[config.mk]
export PLATFORM = sky130hd
export DESIGN_NAME = int_controller
export DESIGN_NICKNAME = d
export VERILOG_FILES = /design/src/rtl/int_controller.sv
export SDC_FILE = /design/constraint.sdc
export NUM_CORES = 1
export LEC_CHECK = 0
export CAP_MARGIN = 10
export CORE_ASPECT_RATIO = 1.4
export CORE_MARGIN = 2
export CORE_UTILIZATION = 53
export CTS_CLUSTER_DIAMETER = 60
export CTS_CLUSTER_SIZE = 20
export DETAILED_ROUTE_END_ITERATION = 8
export HOLD_SLACK_MARGIN = 0.12
export PLACE_DENSITY = 0.9
export SLEW_MARGIN = 20
export SYNTH_ARGS = -nofsm -noshare
export SYNTH_HDL_FRONTEND = slang
export SYNTH_SLANG_ARGS = --single-unit
[constraint.sdc]
create_clock -name clk -period 1.7 [get_ports clk]
set_input_delay 0.34 -clock clk [delete_from_list [all_inputs] [get_ports clk]]
set_output_delay 0.34 -clock clk [all_outputs]
set_load 0.02 [all_outputs]
[src/rtl/int_controller.sv]
// Interrupt controller: arbitrates one soft source and two edge-triggered hard
// lines, then sequences decoder state-save, PC vector load and service until iret.
//
// Handshake: there is no valid/ready pair here. o_interrupt and o_pc_load are
// single-cycle strobes that the decoder and PC must act on in the cycle they are
// high. o_int_vector is only meaningful while o_pc_load=1 and reads 0 otherwise.
module int_controller #(
  parameter logic [15:0] VEC_A_DEFAULT = 16'h0010,
  parameter logic [15:0] VEC_B_DEFAULT = 16'h0020,
  parameter logic [15:0] SOFT_BASE     = 16'h0100,
  parameter int          SOFT_SHIFT    = 2
) (
  input  logic        clk,
  input  logic        n_rst,
  input  logic [11:0] i_ct_code,
  input  logic [15:0] i_data_bus,
  input  logic        i_int_a,
  input  logic        i_int_b,
  input  logic        i_iret,
  output logic        o_interrupt,
  output logic        o_pc_load,
  output logic [15:0] o_int_vector,
  output logic        o_int_busy,
  output logic [1:0]  o_int_source,
  output logic        o_soft_drop,
  output logic [1:0]  dbg_state
);

  typedef enum logic [1:0] {
    IDLE    = 2'd0,
    ASSERT  = 2'd1,
    VECTOR  = 2'd2,
    SERVICE = 2'd3
  } state_t;

  state_t      state;
  logic        inta_en, intb_en, prio;
  logic [15:0] vec_a, vec_b, vec_lat;
  logic        pend_a, pend_b, prev_a, prev_b;
  logic        soft_pend;
  logic [4:0]  soft_num;

  logic        take_soft, take_a, take_b;
  logic [1:0]  sel_src;
  logic [15:0] sel_vec, soft_vec;
  logic        kill_a, kill_b, soft_accept;

  assign dbg_state   = state;
  assign soft_vec    = SOFT_BASE + (16'(soft_num) << SOFT_SHIFT);
  // Writing an enable to 0 discards whatever that line had pending.
  assign kill_a      = i_ct_code[3] & ~i_ct_code[0];
  assign kill_b      = i_ct_code[3] & ~i_ct_code[1];
  assign soft_accept = i_ct_code[6] & ~soft_pend;

  // Arbitration in IDLE: soft first, then A/B ordered by prio.
  always_comb begin
    take_soft = 1'b0;
    take_a    = 1'b0;
    take_b    = 1'b0;
    if (state == IDLE) begin
      if (soft_pend)                  take_soft = 1'b1;
      else if (pend_a && pend_b) begin
        if (prio)                     take_b = 1'b1;
        else                          take_a = 1'b1;
      end
      else if (pend_a)                take_a = 1'b1;
      else if (pend_b)                take_b = 1'b1;
    end
    sel_src = take_soft ? 2'd3 : take_b ? 2'd2 : take_a ? 2'd1 : 2'd0;
    sel_vec = take_soft ? soft_vec : take_b ? vec_b : vec_a;
  end

  // Configuration registers written from the ct code fields.
  always_ff @(posedge clk) begin
    if (!n_rst) begin
      inta_en <= 1'b0;
      intb_en <= 1'b0;
      prio    <= 1'b0;
      vec_a   <= VEC_A_DEFAULT;
      vec_b   <= VEC_B_DEFAULT;
    end else begin
      if (i_ct_code[3]) begin
        inta_en <= i_ct_code[0];
        intb_en <= i_ct_code[1];
        prio    <= i_ct_code[2];
      end
      case (i_ct_code[5:4])
        2'd1: vec_a <= i_data_bus;
        2'd2: vec_b <= i_data_bus;
        2'd3: begin
          vec_a <= VEC_A_DEFAULT;
          vec_b <= VEC_B_DEFAULT;
        end
        default: ;
      endcase
    end
  end

  // Pending flags: a new set in the same edge as the select wins over the clear.
  always_ff @(posedge clk) begin
    if (!n_rst) begin
      prev_a      <= 1'b0;
      prev_b      <= 1'b0;
      pend_a      <= 1'b0;
      pend_b      <= 1'b0;
      soft_pend   <= 1'b0;
      soft_num    <= 5'd0;
      o_soft_drop <= 1'b0;
    end else begin
      prev_a      <= i_int_a;
      prev_b      <= i_int_b;
      pend_a      <= kill_a ? 1'b0 : ((pend_a & ~take_a) | (i_int_a & ~prev_a & inta_en));
      pend_b      <= kill_b ? 1'b0 : ((pend_b & ~take_b) | (i_int_b & ~prev_b & intb_en));
      soft_pend   <= (soft_pend & ~take_soft) | soft_accept;
      o_soft_drop <= i_ct_code[6] & soft_pend;
      if (soft_accept) soft_num <= i_ct_code[11:7];
    end
  end

  // Service sequencer; outputs are registered alongside the next state.
  always_ff @(posedge clk) begin
    if (!n_rst) begin
      state        <= IDLE;
      vec_lat      <= 16'd0;
      o_interrupt  <= 1'b0;
      o_pc_load    <= 1'b0;
      o_int_vector <= 16'd0;
      o_int_busy   <= 1'b0;
      o_int_source <= 2'd0;
    end else begin
      case (state)
        IDLE: begin
          if (take_soft || take_a || take_b) begin
            state        <= ASSERT;
            vec_lat      <= sel_vec;
            o_interrupt  <= 1'b1;
            o_int_busy   <= 1'b1;
            o_int_source <= sel_src;
          end
        end
        ASSERT: begin
          state        <= VECTOR;
          o_interrupt  <= 1'b0;
          o_pc_load    <= 1'b1;
          o_int_vector <= vec_lat;
        end
        VECTOR: begin
          state        <= SERVICE;
          o_pc_load    <= 1'b0;
          o_int_vector <= 16'd0;
        end
        SERVICE: begin
          if (i_iret) begin
            state        <= IDLE;
            o_int_busy   <= 1'b0;
            o_int_source <= 2'd0;
          end
        end
        default: state <= IDLE;
      endcase
    end
  end

endmodule

# After elaboration in Yosys (flattened, before gate mapping)
# Index checks and enable logic that the tools add are counted.
# op_classes
eq_ne,8
muxes,31
bitwise_logic,23
reduce_logical,15
add_sub_neg,1
# op_table
operator,count
one-hot mux 16 bit (2 select lines),3
2-to-1 mux 16 bit,2
2-to-1 mux 1 bit,16
bitwise AND 1 bit,11
"adder 9 x 7 -> 10 bit, first input constant",1
2-to-1 mux 2 bit,5
nonzero test 2 bit,5
inverter 1 bit,9
"== test 2 bit, second input constant",4
one-hot mux 2 bit (4 select lines),1
one-hot mux 1 bit (2 select lines),3
AND reduction 2 bit,3
"== test 2 x 1 -> 1 bit, second input constant",2
one-hot mux 2 bit (2 select lines),1
OR reduction 2 bit,2
OR 1 bit,3
AND reduction 3 bit,1
zero test 2 bit,1
logical OR 1 bit,2
"!= test 2 x 1 -> 1 bit, second input constant",1
"!= test 2 bit, second input constant",1
logical AND 1 bit,1
# totals
word_cells,97
output_inout_bits,24
reg_bits,85

# Longest topological paths before layout
# logic_depth
depth_word,9
ltp_mapped,7
mapped_depth_nobuf,5

# Worst setup path after synthesis
# Ideal clock, no wire load.
# synth_path
path_type,flip-flop to flip-flop
from,"register state[0], in the netlist dbg_state[0]"
to,register vec_lat[5]
synth_period_minus_slack_ns,1.718
path_slack_ns,-0.018
stages_incl_launch_ff,8
required_time_ns,1.583
t_arrival_ns,1.601
path_buffers,2
cell_sequence,dfxtp_1 -> inv_1 -> ha_1 -> buf_2 -> buf_4 -> a21oi_1 -> o21ai_0 -> a32o_1
# synth_via
elab_chain_cells,5
# synth_rtl
item,line_no,source
"start, declared",36,state_t state;
"start signal, assigned",123,state <= IDLE;
"start signal, assigned",134,state <= ASSERT;
"start signal, assigned",142,state <= VECTOR;
zero test 2 bit (*),"60, 131",
2-to-1 mux 1 bit,60,if (state == IDLE) begin
logical OR 1 bit (2 in a row),133,if (take_soft || take_a || take_b) begin
AND reduction 2 bit (no line),n/a,
"end signal, assigned",135,vec_lat <= sel_vec;
"end, declared",38,"logic [15:0] vec_a, vec_b, vec_lat;"
# Every way passes the cells marked *; elsewhere a longest branch is shown, timed or not.
# A chain may end at the register's enable or synchronous reset.

# Worst setup path after layout
# layout_path
from,register o_int_vector[3]
to,output port o_int_vector[3]
# layout_lines
item,line_no,source
"start, declared",22,"output logic [15:0] o_int_vector,"
"start signal, assigned",145,o_int_vector <= vec_lat;
# No word-level cell between the ends.

==> results.py <==
metrics = {
    "outcome": {
        "status": "finished, final reports clean",
    },
    "critical_path": {
        "critPathMaxStageDelay_ns": 0.60,
        "cpLargestDelayFamily": "buffers and inverters",
        "cp-endpoint": "o_int_vector[3]",
        "r2r_slack_ns": 0.11,
        "critPathLaunch": "o_int_vector[3]",
        "worstSetupEndpointType": "primary output",
        "reg2reg_to": "vec_lat[6]",
        "crit_arrival_ns": 1.31,
        "crit_required_ns": 1.36,
        "cp-start-kind": "flip-flop",
        "cp_slowest_cell": "clkdlybuf4s50_1",
        "critPathKind": "flip-flop to primary output",
        "cp_num_buf_inv": 1,
        "crit_chain": "clkdlybuf4s50_1",
        "crit_cells": 1,
        "cp_max_fo": 2,
        "reg2reg_depth": 6,
        "reg2reg_from": "dbg_state[0]",
    },
    "power_and_ir_drop": {
        "clockPowerShare_pct": 25.0,
        "p_per_area_mw_per_mm2": 1130,
        "pwr-share-seq_pct": 43.6,
        "switching_share_pct": 33.0,
        "intPower_w": 0.00344,
        "vdd.ir_drop.worst_mv": 0.687,
        "leakagePower_nw": 1.73,
        "p_switching_w": 0.00170,
        "pwr-share-comb_pct": 31.4,
    },
    "final_layout": {
        "multi_input_area_mm2": 0.00177,
        "antennaDiodeCount": 0,
        "final_nets": 508,
        "fillerInstances": 583,
        "regArea_mm2": 0.00170,
        "fin_util_pct": 66.1,
        "drive_gt1_share_pct": 8.63,
        "area_growth_pct": 22.7,
        "final_cells": 570,
    },
    "sta": {
        "fmax_mhz": 606,
        "slew-limit-headroom_pct": 41.9,
        "skew_ns": 0.00692,
        "finalHoldViolCount": 0,
        "worst_pin_slew_ns": 0.869,
        "finalCriticalPeriod_ns": 1.65,
        "fin_ws_ns": 0.0498,
        "rsz0062_at_grt": "false",
        "setup_viol": 0,
        "post-route-period-util_pct": 97.1,
        "slew_viol_final": 0,
        "finalSetupTns_ns": 0,
    },
    "clock_tree": {
        "clock_sinks": 85,
        "cts_made_buffers": 9,
        "cts_tree": "yes",
        "holdBufCountCts": 0,
        "root_buffer": "clkbuf_8",
        "clkLatencyLatePin_ns": 0.36,
        "clkTransAtPathRegs_ns": 0.08,
        "clockBufferDepth": 2,
        "cts-htree-levels": 3,
    },
    "global_routing": {
        "grt_usage_pct": 23.0,
        "grt_first_pass_wirelength_um": 13700,
        "grt_overflow": 0,
        "grt_max_degree": 36,
        "antenna_found_initial": 0,
        "grt_pass1_vias": 3014,
    },
    "detailed_routing": {
        "wirelength_um": 8300,
        "drc": 0,
        "via_count": 3107,
        "viasPerCell": 5.45,
        "drt_pass1_iterations": 5,
        "ant_nets": 0,
        "drt_iter0_markers": 238,
        "wl_per_cell_um": 14.6,
    },
    "die": {
        "dieArea_mm2": 0.00770,
        "rows": 36,
        "core-area_mm2": 0.00689,
        "initial_core_util_pct": 53.9,
        "dieHeight_um": 103,
        "die-width_um": 74.7,
        "num_io_pins": 57,
    },
    "yosys": {
        "synth_largest_area_cell": "dfxtp_1",
        "syn-num-nets": 457,
        "synthTopCellsByArea": "dfxtp_1 (46%), a21oi_1 (8.9%), nor2b_1 (4.9%)",
        "yosysMostFrequentCell": "dfxtp_1",
        "ys_seq_elements": 85,
        "ys.flop_type": "dfxtp_1",
        "async_flop_share_pct": 0,
        "syn_inst": 419,
        "synth-edff-count": 0,
        "synth-seq-area-share_pct": 45.8,
        "ys_warn_count": 0,
        "netlist_area_mm2": 0.00371,
        "syn_avg_cell_area_um2": 8.86,
        "ys_types": 41,
        "yosys.area.top_type_share_pct": 45.8,
        "synth.top_cells.by_count": "dfxtp_1 (85), a21oi_1 (66), nor2_1 (40), nor2b_1 (29), nand2b_1 (22)",
    },
    "placement": {
        "place_congestion": 0.877,
        "post-place-cells": 554,
        "io_buffers": 56,
        "place_ws_ns": -0.157,
        "hpwl_um": 5940,
    },
    "run": {
        "maxCapViolCount": 0,
    },
    "hold_path": {
        "hold_path.class": "flip-flop to flip-flop",
    },
}
[cells in the final DEF (no fill, tap or decap), types with 15 or more instances in the layout]
| cell | synthesis | final |
|---|---|---|
| o21ai_0 | 16 | 16 |
| nand3b_1 | 21 | 21 |
| dfxtp_1 | 85 | 84 |
| nor2_1 | 40 | 40 |
| a21oi_1 | 66 | 66 |
| buf_4 | 3 | 19 |
| nor2b_1 | 29 | 29 |
| nand2b_1 | 22 | 22 |
| a32o_1 | 15 | 15 |
| clkdlybuf4s50_1 | 0 | 49 |
| inv_1 | 15 | 15 |
[layer usage]
layer	routed length (um)	GRT usage, %	share of wire [%]	up-vias
li1	-	-	-	1557
met1	3620	28.5	44	1461
met2	4170	37.7	50	74
met3	287	5.08	3.5	15
met4	228	10.7	2.7	0
met5	0	0	0	-
[what timing repair did]
action / CTS / global route
cloned: 0 / 0
resized for setup: 4 / 5
setup buffers: 0 / 0
setup endpoints to repair: 5 / 6
[area by class of cell]
cell class | count | share of cell area [%]
multi-input combinational | 283 | 38.9
sequential | 85 | 37.4
timing repair buffer | 76 | 16.0
clock buffer | 11 | 3.10
tap | 95 | 2.61
inverter | 15 | 1.24
clock inverter | 5 | 0.796
[worst register-to-register path: cells and delay by family (launching register included)]
kind,cells,cell delay [ns]
compound gates,3,0.63
fa+ha+maj,1,0.22
buf+inv,2,0.36
flops,1,0.32
[per-stage QoR]
step | hold WS [ns] | cell area, um^2 | total power (W)
global placement | 0.444 | 4360 | 0.00383
CTS | 0.474 | 4540 | 0.00513
floorplan | 0.434 | 3710 | 0.00339
finish | 0.470 | 4560 | 0.00514
global route | 0.496 | 4560 | 0.00542
detailed placement | 0.460 | 4360 | 0.00389
[power groups by stage]
stage	clock [W]	combinational (W)	sequential, W
2_1_floorplan	0	0.00103	0.00236
3_3_place_gp	0	0.00155	0.00229
3_5_place_dp	0	0.00159	0.00229
4_1_cts	0.00130	0.00159	0.00224
5_1_grt	0.00137	0.00179	0.00226
6_report	0.00128	0.00162	0.00224
[cells by family after synthesis]
kind of cell             Yosys count  synth area share (%)
AND/OR/NAND/NOR                  150                  23.6
AO/OA/AOI/OAI                    120                  20.0
flip-flops                        85                  45.8
buffers and inverters             51                  6.77
multiplexers                       8                  2.16
adder cells (fa/ha/maj)            5                  1.68
[state kept, by name (all words and copies together), names as in the netlist, 2 cells and up]
register and count:
dbg_state 2, o_int_source 2, o_int_vector 16, soft_num 5
vec_a 16, vec_b 16, vec_lat 16
[worst min-delay path by stage]
stage	from	cells after the start	slack, ns	to
global placement	inta_en	2	0.44	inta_en
CTS	o_int_vector[7]	2	0.47	o_int_vector[7]
floorplan	inta_en	2	0.43	inta_en
global route	vec_lat[10]	1	0.50	vec_lat[10]
detailed placement	o_int_vector[7]	2	0.46	o_int_vector[7]
finish	o_int_vector[7]	2	0.47	o_int_vector[7]
(Power assumes the default switching activity.)
